===== src/rtl/unigate_pkg.sv =====
// unigate_pkg: shared types and constants for the unigate reference-mode
// sequencer and loaders.
//   - state_e       sweeper FSM states
//   - ref_word_t    27-bit reference input word layout (MSB to LSB)
//   - REF_*, *_LSB  field positions and the fixed tag/flag values
package unigate_pkg;

    localparam int unsigned NUM_VECTORS  = 16;
    localparam int unsigned REF_W        = 27;
    localparam int unsigned PIN_W        = 4;
    localparam int unsigned FUNC_W       = 16;
    localparam int unsigned SEL_W        = 2;
    localparam int unsigned TAG_W        = 4;
    localparam int unsigned OUT_W        = 6;
    localparam int unsigned OBS_W        = 3;
    localparam int unsigned MM_W         = 5;
    localparam int unsigned SETTLE_W     = 8;
    localparam int unsigned CAP_ALL_W    = OUT_W * NUM_VECTORS;

    localparam logic [TAG_W-1:0] REF_TAG = 4'b0011;
    localparam int unsigned REF_FLAG_BIT = 26;
    localparam int unsigned PIN_LSB      = 22;
    localparam int unsigned FUNC_LSB     = 6;
    localparam int unsigned SEL_LSB      = 4;
    localparam int unsigned TAG_LSB      = 0;

    typedef enum logic [2:0] {
        ST_IDLE   = 3'd0,
        ST_APPLY  = 3'd1,
        ST_SETTLE = 3'd2,
        ST_SAMPLE = 3'd3,
        ST_DONE   = 3'd4
    } state_e;

    typedef struct packed {
        logic              flag;
        logic [PIN_W-1:0]  pin;
        logic [FUNC_W-1:0] func;
        logic [SEL_W-1:0]  sel;
        logic [TAG_W-1:0]  tag;
    } ref_word_t;

endpackage


===== src/rtl/unigate_ref_pack.sv =====
// unigate_ref_pack: combinational packer producing the reference-mode input
// word for the unigate core.
//   pin        in   4  pin combination under test
//   func       in  16  truth table being exercised
//   sel        in   2  gate-size select
//   ref_word_c out 27  {1, pin, func, sel, 4'b0011}
module unigate_ref_pack
    import unigate_pkg::*;
(
    input  logic [PIN_W-1:0]  pin,
    input  logic [FUNC_W-1:0] func,
    input  logic [SEL_W-1:0]  sel,
    output logic [REF_W-1:0]  ref_word_c
);

    // Field placement driven by the package positions so loaders stay in sync.
    always_comb begin
        ref_word_c                          = '0;
        ref_word_c[REF_FLAG_BIT]            = 1'b1;
        ref_word_c[PIN_LSB  +: PIN_W]       = pin;
        ref_word_c[FUNC_LSB +: FUNC_W]      = func;
        ref_word_c[SEL_LSB  +: SEL_W]       = sel;
        ref_word_c[TAG_LSB  +: TAG_W]       = REF_TAG;
    end

endmodule


===== src/rtl/unigate_ref_sweeper.sv =====
// unigate_ref_sweeper: walks all 16 pin combinations of the unigate core in
// reference mode, samples one chosen output bit per combination, rebuilds the
// observed truth table and counts mismatches against the expected one.
// Optional macro UNIGATE_SWEEP_ALL_EN adds capture_all_o (all 6 outputs per pin).
//   wb_clk_i        in   1  clock
//   wb_rst_i        in   1  synchronous active-high reset
//   start_i         in   1  sweep request, honoured only when idle
//   sel_i           in   2  gate-size select (latched at start)
//   func_i          in  16  expected truth table (latched at start)
//   obs_idx_i       in   3  observed output bit index (latched at start)
//   ucomb_in_o      out 27  registered core input drive
//   ucomb_out_i     in   6  core outputs
//   busy_o          out  1  sweep in progress, through the done cycle
//   done_o          out  1  completion pulse
//   captured_o      out 16  observed truth table
//   mismatch_cnt_o  out  5  entries differing from func
//   pass_o          out  1  no mismatches, valid from done_o onward
//   capture_all_o   out 96  (UNIGATE_SWEEP_ALL_EN) full outputs, 6 bits per pin
module unigate_ref_sweeper
    import unigate_pkg::*;
#(
    parameter int unsigned SETTLE_CYCLES = 4
) (
    input  logic                 wb_clk_i,
    input  logic                 wb_rst_i,
    input  logic                 start_i,
    input  logic [SEL_W-1:0]     sel_i,
    input  logic [FUNC_W-1:0]    func_i,
    input  logic [OBS_W-1:0]     obs_idx_i,
    output logic [REF_W-1:0]     ucomb_in_o,
    input  logic [OUT_W-1:0]     ucomb_out_i,
    output logic                 busy_o,
    output logic                 done_o,
    output logic [FUNC_W-1:0]    captured_o,
    output logic [MM_W-1:0]      mismatch_cnt_o,
`ifdef UNIGATE_SWEEP_ALL_EN
    output logic [CAP_ALL_W-1:0] capture_all_o,
`endif
    output logic                 pass_o
);

    state_e               state_q, state_d;
    logic [PIN_W-1:0]     pin_q, pin_d;
    logic [SETTLE_W-1:0]  cnt_q, cnt_d;
    logic [SEL_W-1:0]     sel_q, sel_d;
    logic [FUNC_W-1:0]    func_q, func_d;
    logic [OBS_W-1:0]     obs_q, obs_d;
    logic [REF_W-1:0]     ucomb_in_d;
    logic                 busy_d, done_d, pass_d;
    logic [FUNC_W-1:0]    captured_d;
    logic [MM_W-1:0]      mismatch_d;
    logic [REF_W-1:0]     ref_word_c;
    logic [7:0]           out_ext_c;
    logic                 obs_bit_c;
`ifdef UNIGATE_SWEEP_ALL_EN
    logic [CAP_ALL_W-1:0] cap_all_d;
`endif

    // Reference word for the current pin from the latched sel/func.
    unigate_ref_pack u_pack (
        .pin        (pin_q),
        .func       (func_q),
        .sel        (sel_q),
        .ref_word_c (ref_word_c)
    );

    // Indices 6 and 7 fall on zero-padding, so they read as 0.
    assign out_ext_c = {2'b00, ucomb_out_i};
    assign obs_bit_c = out_ext_c[obs_q];

    // Next-state and datapath update.
    always_comb begin
        state_d    = state_q;
        pin_d      = pin_q;
        cnt_d      = cnt_q;
        sel_d      = sel_q;
        func_d     = func_q;
        obs_d      = obs_q;
        ucomb_in_d = ucomb_in_o;
        busy_d     = busy_o;
        done_d     = 1'b0;
        pass_d     = pass_o;
        captured_d = captured_o;
        mismatch_d = mismatch_cnt_o;
`ifdef UNIGATE_SWEEP_ALL_EN
        cap_all_d  = capture_all_o;
`endif
        case (state_q)
            ST_IDLE: begin
                ucomb_in_d = '0;
                busy_d     = 1'b0;
                // busy_o is still high during the done cycle, which blocks a
                // start arriving right after DONE.
                if (start_i && !busy_o) begin
                    sel_d      = sel_i;
                    func_d     = func_i;
                    obs_d      = obs_idx_i;
                    captured_d = '0;
                    mismatch_d = '0;
                    pass_d     = 1'b0;
                    pin_d      = '0;
                    busy_d     = 1'b1;
`ifdef UNIGATE_SWEEP_ALL_EN
                    cap_all_d  = '0;
`endif
                    state_d    = ST_APPLY;
                end
            end
            ST_APPLY: begin
                ucomb_in_d = ref_word_c;
                cnt_d      = SETTLE_W'(SETTLE_CYCLES - 1);
                busy_d     = 1'b1;
                state_d    = ST_SETTLE;
            end
            ST_SETTLE: begin
                busy_d = 1'b1;
                if (cnt_q == '0) begin
                    state_d = ST_SAMPLE;
                end else begin
                    cnt_d = cnt_q - SETTLE_W'(1);
                end
            end
            ST_SAMPLE: begin
                busy_d             = 1'b1;
                captured_d[pin_q]  = obs_bit_c;
                if (obs_bit_c != func_q[pin_q]) begin
                    mismatch_d = mismatch_cnt_o + MM_W'(1);
                end
`ifdef UNIGATE_SWEEP_ALL_EN
                for (int k = 0; k < int'(NUM_VECTORS); k++) begin
                    if (pin_q == PIN_W'(k)) begin
                        cap_all_d[OUT_W*k +: OUT_W] = ucomb_out_i;
                    end
                end
`endif
                if (pin_q == PIN_W'(NUM_VECTORS - 1)) begin
                    state_d = ST_DONE;
                end else begin
                    pin_d   = pin_q + PIN_W'(1);
                    state_d = ST_APPLY;
                end
            end
            ST_DONE: begin
                done_d     = 1'b1;
                busy_d     = 1'b1;
                pass_d     = (mismatch_cnt_o == '0);
                ucomb_in_d = '0;
                state_d    = ST_IDLE;
            end
            default: begin
                state_d = ST_IDLE;
            end
        endcase
    end

    // State and output registers.
    always_ff @(posedge wb_clk_i) begin
        if (wb_rst_i) begin
            state_q        <= ST_IDLE;
            pin_q          <= '0;
            cnt_q          <= '0;
            sel_q          <= '0;
            func_q         <= '0;
            obs_q          <= '0;
            ucomb_in_o     <= '0;
            busy_o         <= 1'b0;
            done_o         <= 1'b0;
            pass_o         <= 1'b0;
            captured_o     <= '0;
            mismatch_cnt_o <= '0;
`ifdef UNIGATE_SWEEP_ALL_EN
            capture_all_o  <= '0;
`endif
        end else begin
            state_q        <= state_d;
            pin_q          <= pin_d;
            cnt_q          <= cnt_d;
            sel_q          <= sel_d;
            func_q         <= func_d;
            obs_q          <= obs_d;
            ucomb_in_o     <= ucomb_in_d;
            busy_o         <= busy_d;
            done_o         <= done_d;
            pass_o         <= pass_d;
            captured_o     <= captured_d;
            mismatch_cnt_o <= mismatch_d;
`ifdef UNIGATE_SWEEP_ALL_EN
            capture_all_o  <= cap_all_d;
`endif
        end
    end

endmodule


===== config.mk =====
export PLATFORM = sky130hd
export DESIGN_NAME = unigate_ref_sweeper
export DESIGN_NICKNAME = d
export VERILOG_FILES = /design/src/rtl/unigate_pkg.sv /design/src/rtl/unigate_ref_pack.sv /design/src/rtl/unigate_ref_sweeper.sv
export SDC_FILE = /design/constraint.sdc
export NUM_CORES = 1
export LEC_CHECK = 0
export CAP_MARGIN = 20
export CELL_PAD_IN_SITES_DETAIL_PLACEMENT = 1
export CELL_PAD_IN_SITES_GLOBAL_PLACEMENT = 2
export CORE_MARGIN = 2
export CORE_UTILIZATION = 29
export CTS_BUF_LIST = sky130_fd_sc_hd__clkbuf_4 sky130_fd_sc_hd__clkbuf_8 sky130_fd_sc_hd__clkbuf_16
export CTS_CLUSTER_SIZE = 28
export DETAILED_ROUTE_END_ITERATION = 8
export GPL_TIMING_DRIVEN = 0
export PLACE_DENSITY_LB_ADDON = 0.1
export SLEW_MARGIN = 20
export SYNTH_ARGS = -nofsm -noshare
export SYNTH_HDL_FRONTEND = slang
export SYNTH_SLANG_ARGS = --single-unit

===== constraint.sdc =====
create_clock -name wb_clk_i -period 2.9 [get_ports wb_clk_i]
set_input_delay 0.58 -clock wb_clk_i [delete_from_list [all_inputs] [get_ports wb_clk_i]]
set_output_delay 0.58 -clock wb_clk_i [all_outputs]
set_load 0.005 [all_outputs]

==> key figures <==
Status
  • Status: finished, final reports clean

Synth
  • Sequential cell area fraction in the yosys report: 0.461
  • Largest family of logic cells by synthesized area: simple AND/OR/NAND/NOR gates
  • Synthesized area: 0.00360 mm^2
  • Syn avg cell area: around 8.5 um^2
  • Syn Inst Count: about 430
  • Post-Synth Simple-Gate Area: 0.227
  • Post-synth EDFFs: 0
  • Post-Synth XOR/XNOR Area: 0.0194
  • Top post-synthesis cells by area: dfxtp_1 (46%), a21oi_1 (8.9%), nand2_1 (7.9%)
  • Most common cell in the netlist: dfxtp_1
  • Primary FF master, synth: dfxtp_1
  • Synth cell types: 51
  • Top-area cell type share of the netlist area: 0.461
  • #FFs+latches synth: 83
  • Compound-Gate Fraction of Synth Area: 0.170
  • Yosys warns: 0
  • Area leader, netlist: dfxtp_1
  • Async set-reset flop share out of synthesis: 0
  • Most frequent cells after synthesis: dfxtp_1 (83), nand2_1 (76), a21oi_1 (64)
  • Adder and majority gate portion of the synthesized area: 0.0243
  • Multiplexer share of the synthesized area: 0.0399

Die
  • Die Area: ~0.013 mm^2
  • Ports: 81
  • Die W: 115 um
  • Starting density of the core: 0.299
  • Row cnt: 40
  • Die height: 115 um
  • Core area: 0.0121 mm^2

Worst setup path
  • Critical Path Start: pin_q[1]$_SDFFE_PP0P_
  • CP Capture Point: mismatch_cnt_o[2]$_SDFFE_PP0P_
  • Worst reg2reg path depth: 6
  • Worst Path Arrival: between 2 and 3 ns
  • Startpoint types: flop
  • R2R Setup Slk: around 0.42 ns
  • Worst Setup End Kind: flop
  • Required time worst endpoint: 3.14 ns
  • R2R Path Start: pin_q[1]$_SDFFE_PP0P_
  • Setup Crit Path Kind: reg -> reg
  • CP max FO: 8
  • Crit Reg-Reg Endpoint: mismatch_cnt_o[2]$_SDFFE_PP0P_

Timing
  • Hold_ws: roughly 0.46 ns
  • Worst slew margin: 0.549
  • Period minus WS final: roughly 2.5 ns
  • Unrepaired setup endpoints after global routing: no
  • Fmax: approximately 0.4 GHz
  • Endpoints failing hold: 0
  • Worst-margin pin slew: 0.675 ns
  • Final Max Tran Viols: 0
  • Setup tns final: 0 ns
  • Final setup violating endpoints: 0
  • Final period utilization: 0.854
  • Clk_skew: about 0.006 ns

Final layout
  • Footprint of the multi-input gates: 0.00174 mm^2
  • Area delta synth->final: 36.7%
  • Fin nets: approximately 550
  • # diodes: 0
  • Sequential Area: ~0.0017 mm^2
  • Fill count: roughly 1.5k
  • Layout cells sized above 1: 0.0750

Route
  • Drt first pass iters: 4
  • Detailed Route WL: 11100 um
  • Drt drc: 0
  • Via density: around 4.9
  • Routed vias: approximately 3.4k
  • Starting DRC count in detailed routing: 116
  • WL/cell: around 16 um
  • Post-DRT Antenna Nets: 0

Clock network
  • Longest Clk Path Bufs: 2
  • Post_cts resized: 0
  • CTS tree: done
  • CTS H-tree depth: 3
  • Root buf cell: clkbuf_16
  • Postcts setup bufs: 0
  • Worst skew pair latency: roughly 0.35 ns
  • Worst-path clk slew: roughly 0.060 ns
  • Clock Sinks: between 80 and 90
  • CTS Hold Bufs: 0
  • Total CTS buffers: 9

Power and ir drop
  • P_leak: 1.63 nW
  • VDD IR max: between 0.3 and 0.4 mV
  • Power per cell area: 782 mW/mm^2
  • Total power: ~3.9 mW

Global route
  • First-pass GRT wire length: about 18000 um
  • Met2 Use GR: 0.297
  • Total GRT Usage: 0.179
  • Pin count of the biggest net entering global routing: 14
  • Met1 usage: 0.226
  • Most Crowded Layer GR: met2
  • GRT met3 Usage: 0.0445
  • Vias in the first global route: roughly 3.5k
  • Initial antenna violation count: 0
  • GR Overflow Total: 0

Placed design
  • Final GP Congestion: roughly 0.8
  • I/O Buffers: 78
  • Hpwl dp: approximately 8200 um

Worst hold path
  • HP Class: reg -> reg
  • WHS Path Cells: 2

Run
  • Max-cap violations: 0
-- worst max-delay path, stage by stage, from the launching register on --
cell      delay, ns
dfxtp_1        0.35
clkbuf_1       0.47
mux4_2         0.43
a22oi_1        0.25
nand4_1        0.26
and3_4         0.27
a221o_1        0.33
-- flip-flops by register name (all words and copies together), names as in the netlist, 2 cells and up --
register,flops
state_q,3
mismatch_cnt_o,5
ucomb_in_o,23
pin_q,4
obs_q,3
sel_q,2
captured_o,16
cnt_q,8
func_q,16
-- how the worst min path moves through the flow --
stage / start / endpoint
after floorplan: sel_q[0]$_SDFFE_PP0P_ / ucomb_in_o[4]$_SDFFE_PP0P_
after global placement: sel_q[0]$_SDFFE_PP0P_ / ucomb_in_o[4]$_SDFFE_PP0P_
after detailed placement: sel_q[1]$_SDFFE_PP0P_ / sel_q[1]$_SDFFE_PP0P_
after CTS: sel_q[1]$_SDFFE_PP0P_ / sel_q[1]$_SDFFE_PP0P_
after global routing: sel_q[1]$_SDFFE_PP0P_ / ucomb_in_o[5]$_SDFFE_PP0P_
final: sel_q[1]$_SDFFE_PP0P_ / sel_q[1]$_SDFFE_PP0P_
-- final cells by class --
type | instances | share of cell area
Clock buffer | 11 | 0.0500
Tap cell | 168 | 0.0427
Sequential cell | 83 | 0.337
Timing Repair Buffer | 79 | 0.160
Inverter | 10 | 0.00762
Clock inverter | 4 | 0.0152
Buffer | 38 | 0.0345
Multi-Input combinational cell | 295 | 0.353
-- power breakdown --
group          switching [mW]  total [mW]  internal (mW)
clock                   0.475        1.26          0.783
combinational           0.754        1.20          0.451
sequential              0.107        1.39           1.28
-- logic make-up after synthesis --
logic type,count (synthesis)
buffers and inverters,48
xor gates and xnor gates,8
adders and majority gates,7
other,1
muxes,8
DFF,83
AOI/OAI and AO/OA,99
and+or+nand+nor,171
-- cell usage in the layout, fill, tap and decap left out, types with 5 or more instances in the layout --
cell / synthesis / layout
inv_1: 10 / 10
buf_1: 5 / 5
buf_4: 4 / 5
a21oi_1: 64 / 64
nand3_1: 27 / 27
dfxtp_1: 83 / 83
clkbuf_1: 24 / 24
mux4_2: 5 / 5
nand2_1: 76 / 76
ha_1: 7 / 7
clkbuf_16: 0 / 9
nand2b_1: 7 / 7
nor2_1: 20 / 20
o211ai_1: 12 / 12
clkdlybuf4s50_1: 0 / 78
xor2_1: 5 / 5
nand4_1: 16 / 16
-- layer usage --
metal	vias to the layer above	wire length [um]
li1	1669	-
met1	1642	5200
met2	57	5360
met3	12	397
met4	0	167
met5	-	0
-- per-stage QoR --
step | setup WS [ns] | utilization | instances | cell area (um^2)
2_1_floorplan | 0.726 | - | 426 | 3610
3_3_place_gp | 0.136 | 0.381 | 672 | 4600
3_5_place_dp | 0.128 | 0.382 | 673 | 4610
4_1_cts | 0.437 | 0.409 | 688 | 4930
5_1_grt | 0.313 | 0.409 | 688 | 4930
6_report | 0.423 | 0.409 | 688 | 4930
No activity file was read; power rests on OpenSTA's default activity.
